--- src/rtl/load_store_unit_pkg.sv ---
// Shared definitions for the load/store unit: default widths,
// RV32I funct3 size codes, FSM states and a legality helper.
package load_store_unit_pkg;

    localparam int DEF_DATA_SIZE = 32;
    localparam int DEF_ADDR_SIZE = 32;

    typedef enum logic [2:0] {
        F3_B  = 3'b000,
        F3_H  = 3'b001,
        F3_W  = 3'b010,
        F3_BU = 3'b100,
        F3_HU = 3'b101
    } funct3_e;

    typedef enum logic [1:0] {
        S_IDLE = 2'd0,
        S_BUSY = 2'd1,
        S_DONE = 2'd2
    } state_e;

    // Stores only exist in signed-code form (SB/SH/SW).
    function automatic logic f3_legal(input logic wr, input logic [2:0] f3);
        case (f3)
            F3_B, F3_H, F3_W: return 1'b1;
            F3_BU, F3_HU:     return !wr;
            default:          return 1'b0;
        endcase
    endfunction

endpackage

--- src/rtl/lsu_load_align.sv ---
// Load lane extraction and sign/zero extension (combinational).
module lsu_load_align
    import load_store_unit_pkg::*;
#(
    parameter int DATA_SIZE = DEF_DATA_SIZE
) (
    input  logic [2:0]           i_funct3,
    input  logic [1:0]           i_offset,
    input  logic [DATA_SIZE-1:0] i_rdata,
    output logic [DATA_SIZE-1:0] o_data
);

    logic [7:0]  w_byte;
    logic [15:0] w_half;

    always_comb begin
        w_byte = i_rdata[{i_offset, 3'b000} +: 8];
        w_half = i_offset[1] ? i_rdata[31:16] : i_rdata[15:0];
        case (i_funct3)
            F3_B:    o_data = {{(DATA_SIZE-8){w_byte[7]}}, w_byte};
            F3_BU:   o_data = {{(DATA_SIZE-8){1'b0}}, w_byte};
            F3_H:    o_data = {{(DATA_SIZE-16){w_half[15]}}, w_half};
            F3_HU:   o_data = {{(DATA_SIZE-16){1'b0}}, w_half};
            default: o_data = i_rdata;
        endcase
    end

endmodule

--- src/rtl/load_store_unit.sv ---
// Single-outstanding load/store unit, IDLE -> BUSY -> DONE.
// Define LSU_MISALIGN_TRAP_EN to trap misaligned half/word accesses.
module load_store_unit
    import load_store_unit_pkg::*;
#(
    parameter int DATA_SIZE = DEF_DATA_SIZE,
    parameter int ADDR_SIZE = DEF_ADDR_SIZE
) (
    input  logic                 clk,
    input  logic                 rst_n,
    input  logic                 req_valid,
    output logic                 req_ready,
    input  logic                 req_write,
    input  logic [2:0]           req_funct3,
    input  logic [ADDR_SIZE-1:0] req_addr,
    input  logic [DATA_SIZE-1:0] req_wdata,
    input  logic [4:0]           req_rd,
    output logic                 mem_req,
    input  logic                 mem_ack,
    output logic                 mem_we,
    output logic [ADDR_SIZE-3:0] mem_addr,
    output logic [DATA_SIZE-1:0] mem_wdata,
    output logic [3:0]           mem_wstrb,
    input  logic [DATA_SIZE-1:0] mem_rdata,
    output logic                 wb_valid,
    output logic [4:0]           wb_rd,
    output logic [DATA_SIZE-1:0] wb_data,
    output logic                 store_done,
    output logic                 access_err
);

    state_e               r_state;
    logic                 r_we;
    logic [ADDR_SIZE-1:0] r_addr;
    logic [DATA_SIZE-1:0] r_wdata;
    logic [3:0]           r_wstrb;
    logic [2:0]           r_f3;
    logic [4:0]           r_rd;
    logic [DATA_SIZE-1:0] r_wb_data;
    logic                 r_req_ready;
    logic                 r_mem_req;
    logic                 r_wb_valid;
    logic                 r_store_done;
    logic                 r_err;

    logic                 w_ok;
    logic [ADDR_SIZE-1:0] w_addr;
    logic [DATA_SIZE-1:0] w_wdata;
    logic [3:0]           w_wstrb;
    logic [DATA_SIZE-1:0] w_load_data;

`ifdef LSU_MISALIGN_TRAP_EN
    logic w_mis;
    assign w_mis = (req_funct3[1:0] == 2'b01 && req_addr[0]) ||
                   (req_funct3[1:0] == 2'b10 && req_addr[1:0] != 2'b00);
    assign w_ok  = f3_legal(req_write, req_funct3) && !w_mis;
`else
    assign w_ok  = f3_legal(req_write, req_funct3);
`endif

    // Low address bits below the access size are dropped before issue.
    always_comb begin
        w_addr  = req_addr;
        w_wdata = req_wdata;
        w_wstrb = 4'b0000;
        case (req_funct3[1:0])
            2'b00: begin
                w_wdata = DATA_SIZE'({4{req_wdata[7:0]}});
                w_wstrb = 4'b0001 << req_addr[1:0];
            end
            2'b01: begin
                w_addr[0] = 1'b0;
                w_wdata   = DATA_SIZE'({2{req_wdata[15:0]}});
                w_wstrb   = req_addr[1] ? 4'b1100 : 4'b0011;
            end
            default: begin
                w_addr[1:0] = 2'b00;
                w_wstrb     = 4'b1111;
            end
        endcase
        if (!req_write) w_wstrb = 4'b0000;
    end

    lsu_load_align #(.DATA_SIZE(DATA_SIZE)) u_align (
        .i_funct3 (r_f3),
        .i_offset (r_addr[1:0]),
        .i_rdata  (mem_rdata),
        .o_data   (w_load_data)
    );

    always_ff @(posedge clk or negedge rst_n) begin
        if (!rst_n) begin
            r_state      <= S_IDLE;
            r_we         <= 1'b0;
            r_addr       <= '0;
            r_wdata      <= '0;
            r_wstrb      <= 4'b0000;
            r_f3         <= 3'b000;
            r_rd         <= 5'd0;
            r_wb_data    <= '0;
            r_req_ready  <= 1'b1;
            r_mem_req    <= 1'b0;
            r_wb_valid   <= 1'b0;
            r_store_done <= 1'b0;
            r_err        <= 1'b0;
        end else begin
            r_err <= 1'b0;
            case (r_state)
                S_IDLE: begin
                    if (req_valid && w_ok) begin
                        r_we        <= req_write;
                        r_addr      <= w_addr;
                        r_wdata     <= w_wdata;
                        r_wstrb     <= w_wstrb;
                        r_f3        <= req_funct3;
                        r_rd        <= req_rd;
                        r_req_ready <= 1'b0;
                        r_mem_req   <= 1'b1;
                        r_state     <= S_BUSY;
                    end else if (req_valid) begin
                        r_err <= 1'b1;
                    end
                end
                S_BUSY: begin
                    if (mem_ack) begin
                        r_wb_data    <= w_load_data;
                        r_mem_req    <= 1'b0;
                        r_wb_valid   <= !r_we;
                        r_store_done <= r_we;
                        r_state      <= S_DONE;
                    end
                end
                default: begin
                    r_wb_valid   <= 1'b0;
                    r_store_done <= 1'b0;
                    r_req_ready  <= 1'b1;
                    r_state      <= S_IDLE;
                end
            endcase
        end
    end

    assign req_ready  = r_req_ready;
    assign mem_req    = r_mem_req;
    assign mem_we     = r_we;
    assign mem_addr   = r_addr[ADDR_SIZE-1:2];
    assign mem_wdata  = r_wdata;
    assign mem_wstrb  = r_wstrb;
    assign wb_valid   = r_wb_valid;
    assign wb_rd      = r_rd;
    assign wb_data    = r_wb_data;
    assign store_done = r_store_done;
    assign access_err = r_err;

endmodule

--- config.mk ---
export PLATFORM = sky130hd
export DESIGN_NAME = load_store_unit
export DESIGN_NICKNAME = d
export VERILOG_FILES = /design/src/rtl/load_store_unit_pkg.sv /design/src/rtl/lsu_load_align.sv /design/src/rtl/load_store_unit.sv
export SDC_FILE = /design/constraint.sdc
export NUM_CORES = 1
export LEC_CHECK = 0
export CORE_MARGIN = 5
export CORE_UTILIZATION = 44
export DETAILED_ROUTE_END_ITERATION = 16
export GPL_TIMING_DRIVEN = 0
export HOLD_SLACK_MARGIN = 0.15
export PLACE_DENSITY = 0.81
export SLEW_MARGIN = 40
export SYNTH_ARGS = -nofsm -noshare
export SYNTH_HDL_FRONTEND = slang
export SYNTH_SLANG_ARGS = --single-unit
--- constraint.sdc ---
create_clock -name clk -period 2.5 [get_ports clk]
set_clock_uncertainty 0.2 [all_clocks]
set_input_delay 0.5 -clock clk [delete_from_list [all_inputs] [get_ports clk]]
set_output_delay 0.5 -clock clk [all_outputs]
set_load 0.01 [all_outputs]
==> results.md, run 1 <==
- Critical path buffer and inverter count: 3
- Die height: 122 µm
- Post-synth EDFFs: 0
- Leading cell type in the layout, fill and taps excluded: clkdlybuf4s50_1
- Overall power: 9.21 mW
- Largest family of logic cells by synthesized area: compound AO/OA/AOI/OAI gates
- Vias in the first global route: 5157
- DP HPWL: between 10000 and 15000 µm
- Actual slew at the worst max-slew pin: 0.580 ns
- LEAKAGE: 3.66 nW
- CTS tree: done
- Register area share after synthesis: 52.3%
- WHS: 0.279 ns
- Startpoint Class: primary input
- CP peak stage delay: 0.49 ns
- Cells after DPL: 908
- Fin. Hold Viols: 0
- Final instance area: 8650 µm²
- Simple-gate portion of the synthesized area: between 9 and 10%
- Largest net degree at the start of global routing: 60
- Placer Congestion: 0.892
- Synth async-reset ratio: between 90% and 100%
- GR Util All Layers: 23.5%
- IO Port Bufs: 217
- Critical Path Sink Type: flop
- Period utilisation layout: between 80% and 90%
- Worst path top cell family by delay: buffers and inverters
- Max-slew violations: 0
- Post-synthesis mux area share: approximately 15%
- Pre-antenna DRT Iters: 5
- Synth Area in Compound Gates: 15.6%
- Area share of the largest cell type after synthesis: 51.9%
- Routed len/inst: 18.2 µm
- Syn. warnings: 0
- Post-DP Area: 7970 µm²
- Hold WC Path Type: reg2reg
- Postcts setup bufs: 0
- Vias: 4897
- Root buffer cell: clkbuf_16
- Clock H-tree levels: 4
- DRT iter0 DRCs: 371
- Top Ports: 218
- Most common cell type on the critical path: buf_2
- Worst-skew pair later-pin latency: ~0.42 ns
- Fin nets: 865
- Critical Path RT: 2.58 ns
- Post-Synth XOR/XNOR Area: 0%
- Die W: between 100 and 150 µm
- Hold-fix buffers at CTS: 1
- # rows: 41
- Clk sink count: 116
- Yosys cell types: 37
- Crit Path Category: in2reg
- Pwr/cell area: about 1100 nW/µm²
- Peak VDD IR: 0.724 mV
- Post-layout utilization of the core: 69.1%
- First-pass GRT wire length: ~27000 µm
- Post-Synth Adder-Cell Area: 0%
- Synthesized Nets: 627
- Critical Path, Cell by Cell: clkdlybuf4s50_1, o21ai_1, nand4_1, buf_2, buf_2, nand2_1, o21ai_0
- Antenna cells: 0
- Total CTS buffers: 17
- Ys flop type: dfrtp_1
- Max-cap violations: 0
- DRC viols: 0
- Syn_area_per_cell: 10.7 µm²
- RSZ-0062 raised after global routing: false
- Post-cts gate resize count: 0
- Initial core utilization: 44.3%
- Max-slew headroom at the worst pin: 61.3%
- Area Overhead vs Synth: 55.9%
- Layout Cells excl Fill: around 940
- DRT antenna net count: 0
- Fmax: 448 MHz
- Syn Inst Count: 518
- Synth area leaders: dfrtp_1 52%, mux2_2 10%, mux2i_1 4.5%
- CORE AREA: 12500 µm²
- Vias/cell: about 5.2
- CP max stage cell: clkdlybuf4s50_1
- DIE AREA: 15000 µm²
- Flops & latches, synth: 116
- Most frequent cells in the layout: 216 x clkdlybuf4s50_1, 115 x dfrtp_1, 59 x nand2_1, 50 x o21ai_0, 50 x mux2_2
- Worst-path clk slew: 0.05 ns
- Max clock buf depth: 2
- Max FO, Critical Path: 10
- Status: finished clean
- Final worst path period need: 2.23 ns
- Final WL: 17200 µm
- Arr. time, crit path: 2.32 ns
- Area leader, netlist: dfrtp_1
- Residual overflow from global routing: 0
- Antenna violations before repair: 0
- Layout cells sized above 1: 18.9%
- Mapped Area: 5550 µm²
- Final Setup Violations: 0
-- tightest hold or removal path, cell delays in order, from the launching register on --
cell and delay (ns):
dfrtp_1 0.34, nand2_1 0.04, o21ai_0 0.06
-- synth_stat cells (all sizes together), types with 2 or more instances --
cell type,instances
mux2,50
o21ai,61
o31ai,2
nand2b,4
o2bb2ai,5
a31oi,2
nor2,30
o211ai,16
buf,47
mux2i,25
nor2b,9
nand3b,10
clkbuf,17
o21a,2
a21o,2
a21oi,43
inv,3
a32o,6
nand2,59
dfrtp,115
-- metrics by stage --
stage | setup slack, ns | setup TNS, ns
after floorplan | 0.671 | 0
after global placement | -3.67 | -427.83
after detailed placement | -0.180 | -6.59
after CTS | 0.245 | 0
after global routing | 0.0491 | 0
final | 0.269 | 0
-- layer usage --
metal	GRT usage, %	wire, µm
met2	38.2	8340
met5	0	0
met4	9.10	365
met3	10.6	2080
met1	27.5	6380
-- path summary, 6_finish.rpt --
check,cells after the start,to,slack [ns],from
min reg2reg,2,mem_wdata[17],0.28,mem_wdata[17]
max,7,mem_wdata[13],0.27,req_funct3[1]
max reg2reg,6,mem_wdata[13],0.37,r_state[1]
min,2,mem_wdata[17],0.28,mem_wdata[17]
max in group asynchronous,3,mem_wdata[28],1.06,rst_n
min in group asynchronous,2,wb_data[9],0.40,rst_n
-- cell type report --
class / count / area [µm²]
Inverter: 3 / 11.3
Buffer: 64 / 398
Sequential cell: 116 / 2900
Tap cell: 172 / 215
Timing Repair Buffer: 219 / 2210
Fill cell: 980 / 3870
Clock inverter: 9 / 173
Multi-Input combinational cell: 335 / 2240
Clock buffer: 23 / 498
-- where the power goes --
part / internal [mW] / switching, mW / leakage, nW / total [mW]
Clock: 1.90 / 0.849 / 0.329 / 2.74
Combinational: 2.02 / 1.44 / 1.95 / 3.46
Sequential: 2.56 / 0.442 / 1.38 / 3.01
-- sequential cells by signal, summed over array words and instances (netlist names), 2 cells and up --
| register | count |
|---|---|
| r_f3 | 3 |
| mem_wdata | 32 |
| r_addr | 32 |
| mem_wstrb | 4 |
| wb_data | 32 |
| r_state | 2 |
| wb_rd | 5 |
-- cells by family after synthesis --
logic type	count (synthesis)
flops	116
mux	76
compound gates	142
simple gates	117
buf+inv	67
Note: power is estimated with default switching activity, not from simulation.
==> run 2, diff against run 1 <==
- TNS_END_PERCENT: not set -> 20
==> results of run 2 <==
The final DEF is identical to that of run 1; final timing and power are the same.
==> run 3, diff against run 2 <==
- SKIP_CTS_REPAIR_TIMING: not set -> 1
==> results of run 3 <==
The final DEF is identical to that of run 1; final timing and power are the same.
Among the figures that moved: via count of the first global-routing pass 5157 -> 5145; met2 usage 38.2% -> 38.1%
==> RTL change, RTL diff (flow settings as in run 3) <==
Make the reset (`rst_n`) synchronous in one clocked block.
--- a/src/rtl/load_store_unit.sv
+++ b/src/rtl/load_store_unit.sv
@@ -88,7 +88,7 @@
         .o_data   (w_load_data)
     );
 
-    always_ff @(posedge clk or negedge rst_n) begin
+    always_ff @(posedge clk) begin
         if (!rst_n) begin
             r_state      <= S_IDLE;
             r_we         <= 1'b0;
Check against the original RTL: differs if rst_n is asserted again (counterexample within 4 cycles, from zero or initial values and one cycle with rst_n low); with rst_n held inactive, the same outputs for 4 cycles.
==> RTL change against run 3 <==
  * Final area fell by 3.9%
  * Global-route usage rose by 2.5 points
  * Setup slack improved by 120 ps
  * Routed wire length rose by 12%
  * Area after synthesis fell by 2.5%
  * Register-to-register slack improved by 150 ps
  * Critical path depth fell by 5
  * Sequential cell count did not move
  * Sequential share of layout area fell by 5.6 points
  * Hold slack got worse by 31 ps
  * Critical endpoint is now mem_addr[14]
Power is not compared: it rests on default switching activity, and its combinational part moved more than twofold at a synthesized area within 25%.
==> RTL change: results (changes against run 3) <==
Run status
  – Status: finished clean

Logic synthesis
  – Synth area leaders: dfxtp_1 (43%), nand3_1 (11%), nand2_1 (7.4%), o21ai_0 (5.3%), buf_4 (4.7%)
  – Synth Area in Compound Gates: 0.184 (+0.0286)
  – Synth cell types: 50 (+35%)
  – Post-synthesis sequential area ratio: 0.429 (-0.0940)
  – Post-synthesis xor/xnor area fraction: 0 (unchanged)
  – Mux contribution to synthesized area: 0.0504 (-0.100)
  – Commonest register cell after synthesis: dfxtp_1
  – Asr flop ratio synth: 0 (-1.00)
  – Top post-synthesis cells by count: nand3_1 (119), dfxtp_1 (116), nand2_1 (107)
  – Syn_nets: 765 (+22%)

Cells and area
  – Layout cell share with drive strength beyond 1: 0.126 (-0.0622)
  – Fill cell count: 998 (+1.8%)
  – Nets@finish: 1001 (+16%)

Setup path
  – CP endpoint: mem_addr[14]
  – Reg2reg start: r_f3[0]
  – Reg2Reg Capture Point: wb_data[11]
  – Worst-path fanout max: 2 (-8)
  – Depth of the worst register-to-register path: 4 (-2)
  – Crit path DAT: 1410 ps (-910 ps)
  – Slowest stage delay, CP: 540 ps (+50 ps)
  – Critical Path Start: r_addr[16]
  – Internal reg-to-reg setup slack: 520 ps (+150 ps)

Pwr
  – Combinational gate power: 937 uW
  – Pwr Total: 5230 uW
  – Max VDD drop: 0.411 mV

Global route
  – Met2 Track Usage GR: 0.426 (+0.0452)
  – Met3 usage: 0.0839 (-0.0216)
  – Met1 GRT Util: 0.309 (+0.0346)
  – Gr usage total: 0.260 (+0.0247)
  – Largest net degree at the start of global routing: 17 (-72%)
  – Vias in the first global route: 5727 (+11%)
  – Antenna violations before repair: 0 (unchanged)
  – First-pass GRT wire length: 29600 um (+9.8%)

Hold path
  – Critical hold path startpoint: r_addr[8]
  – Hold Path Sink: r_addr[8]

Placement
  – RePlAce Congestion: 0.931 (+4.4%)
  – Dpl hpwl: 14800 um (+14%)

Detailed routing
  – Vias: 5755 (+18%)
  – Final wirelength: 19300 um (+12%)
  – DRT iter0 DRCs: 426 (+15%)

STA
  – Worst hold slack: 248 ps (-30.8 ps)
  – Worst-Margin Slew: 572 ps (-7.82 ps)
RTL change: through the flow:
stage	setup WS (ps)	instances	instance area [um2]
after floorplan	790	656	5410
after global placement	64.5	1020	7760
after detailed placement	5.00	1020	7760
after CTS	368	1049	8310
after global routing	291	1049	8310
final	388	1049	8310
RTL change: cell type report:
type,count,area share
Clock inverter,6,0.00963
Buffer,89,0.0622
Tap cell,147,0.0221
Timing Repair Buffer,217,0.261
Sequential cell,116,0.279
Multi-Input combinational cell,447,0.307
Inverter,4,0.00181
Clock buffer,23,0.0563
RTL change: logic make-up (layout without fill, tap and decap cells):
family	count (synthesis)	count (layout)
buffers and inverters	93	339
muxes	26	26
DFF	116	116
AOI/OAI and AO/OA	147	147
and+or+nand+nor	274	274
RTL change: critical path: cells and delay by family (launching register included):
family                 cells  cell delay, ps
buffers and inverters      2             660
DFF                        1             350
RTL change: layer usage:
metal,vias up,share of wire
li1,2740,-
met2,266,0.48
met5,-,0
met1,2708,0.40
met4,0,0.034
met3,41,0.083
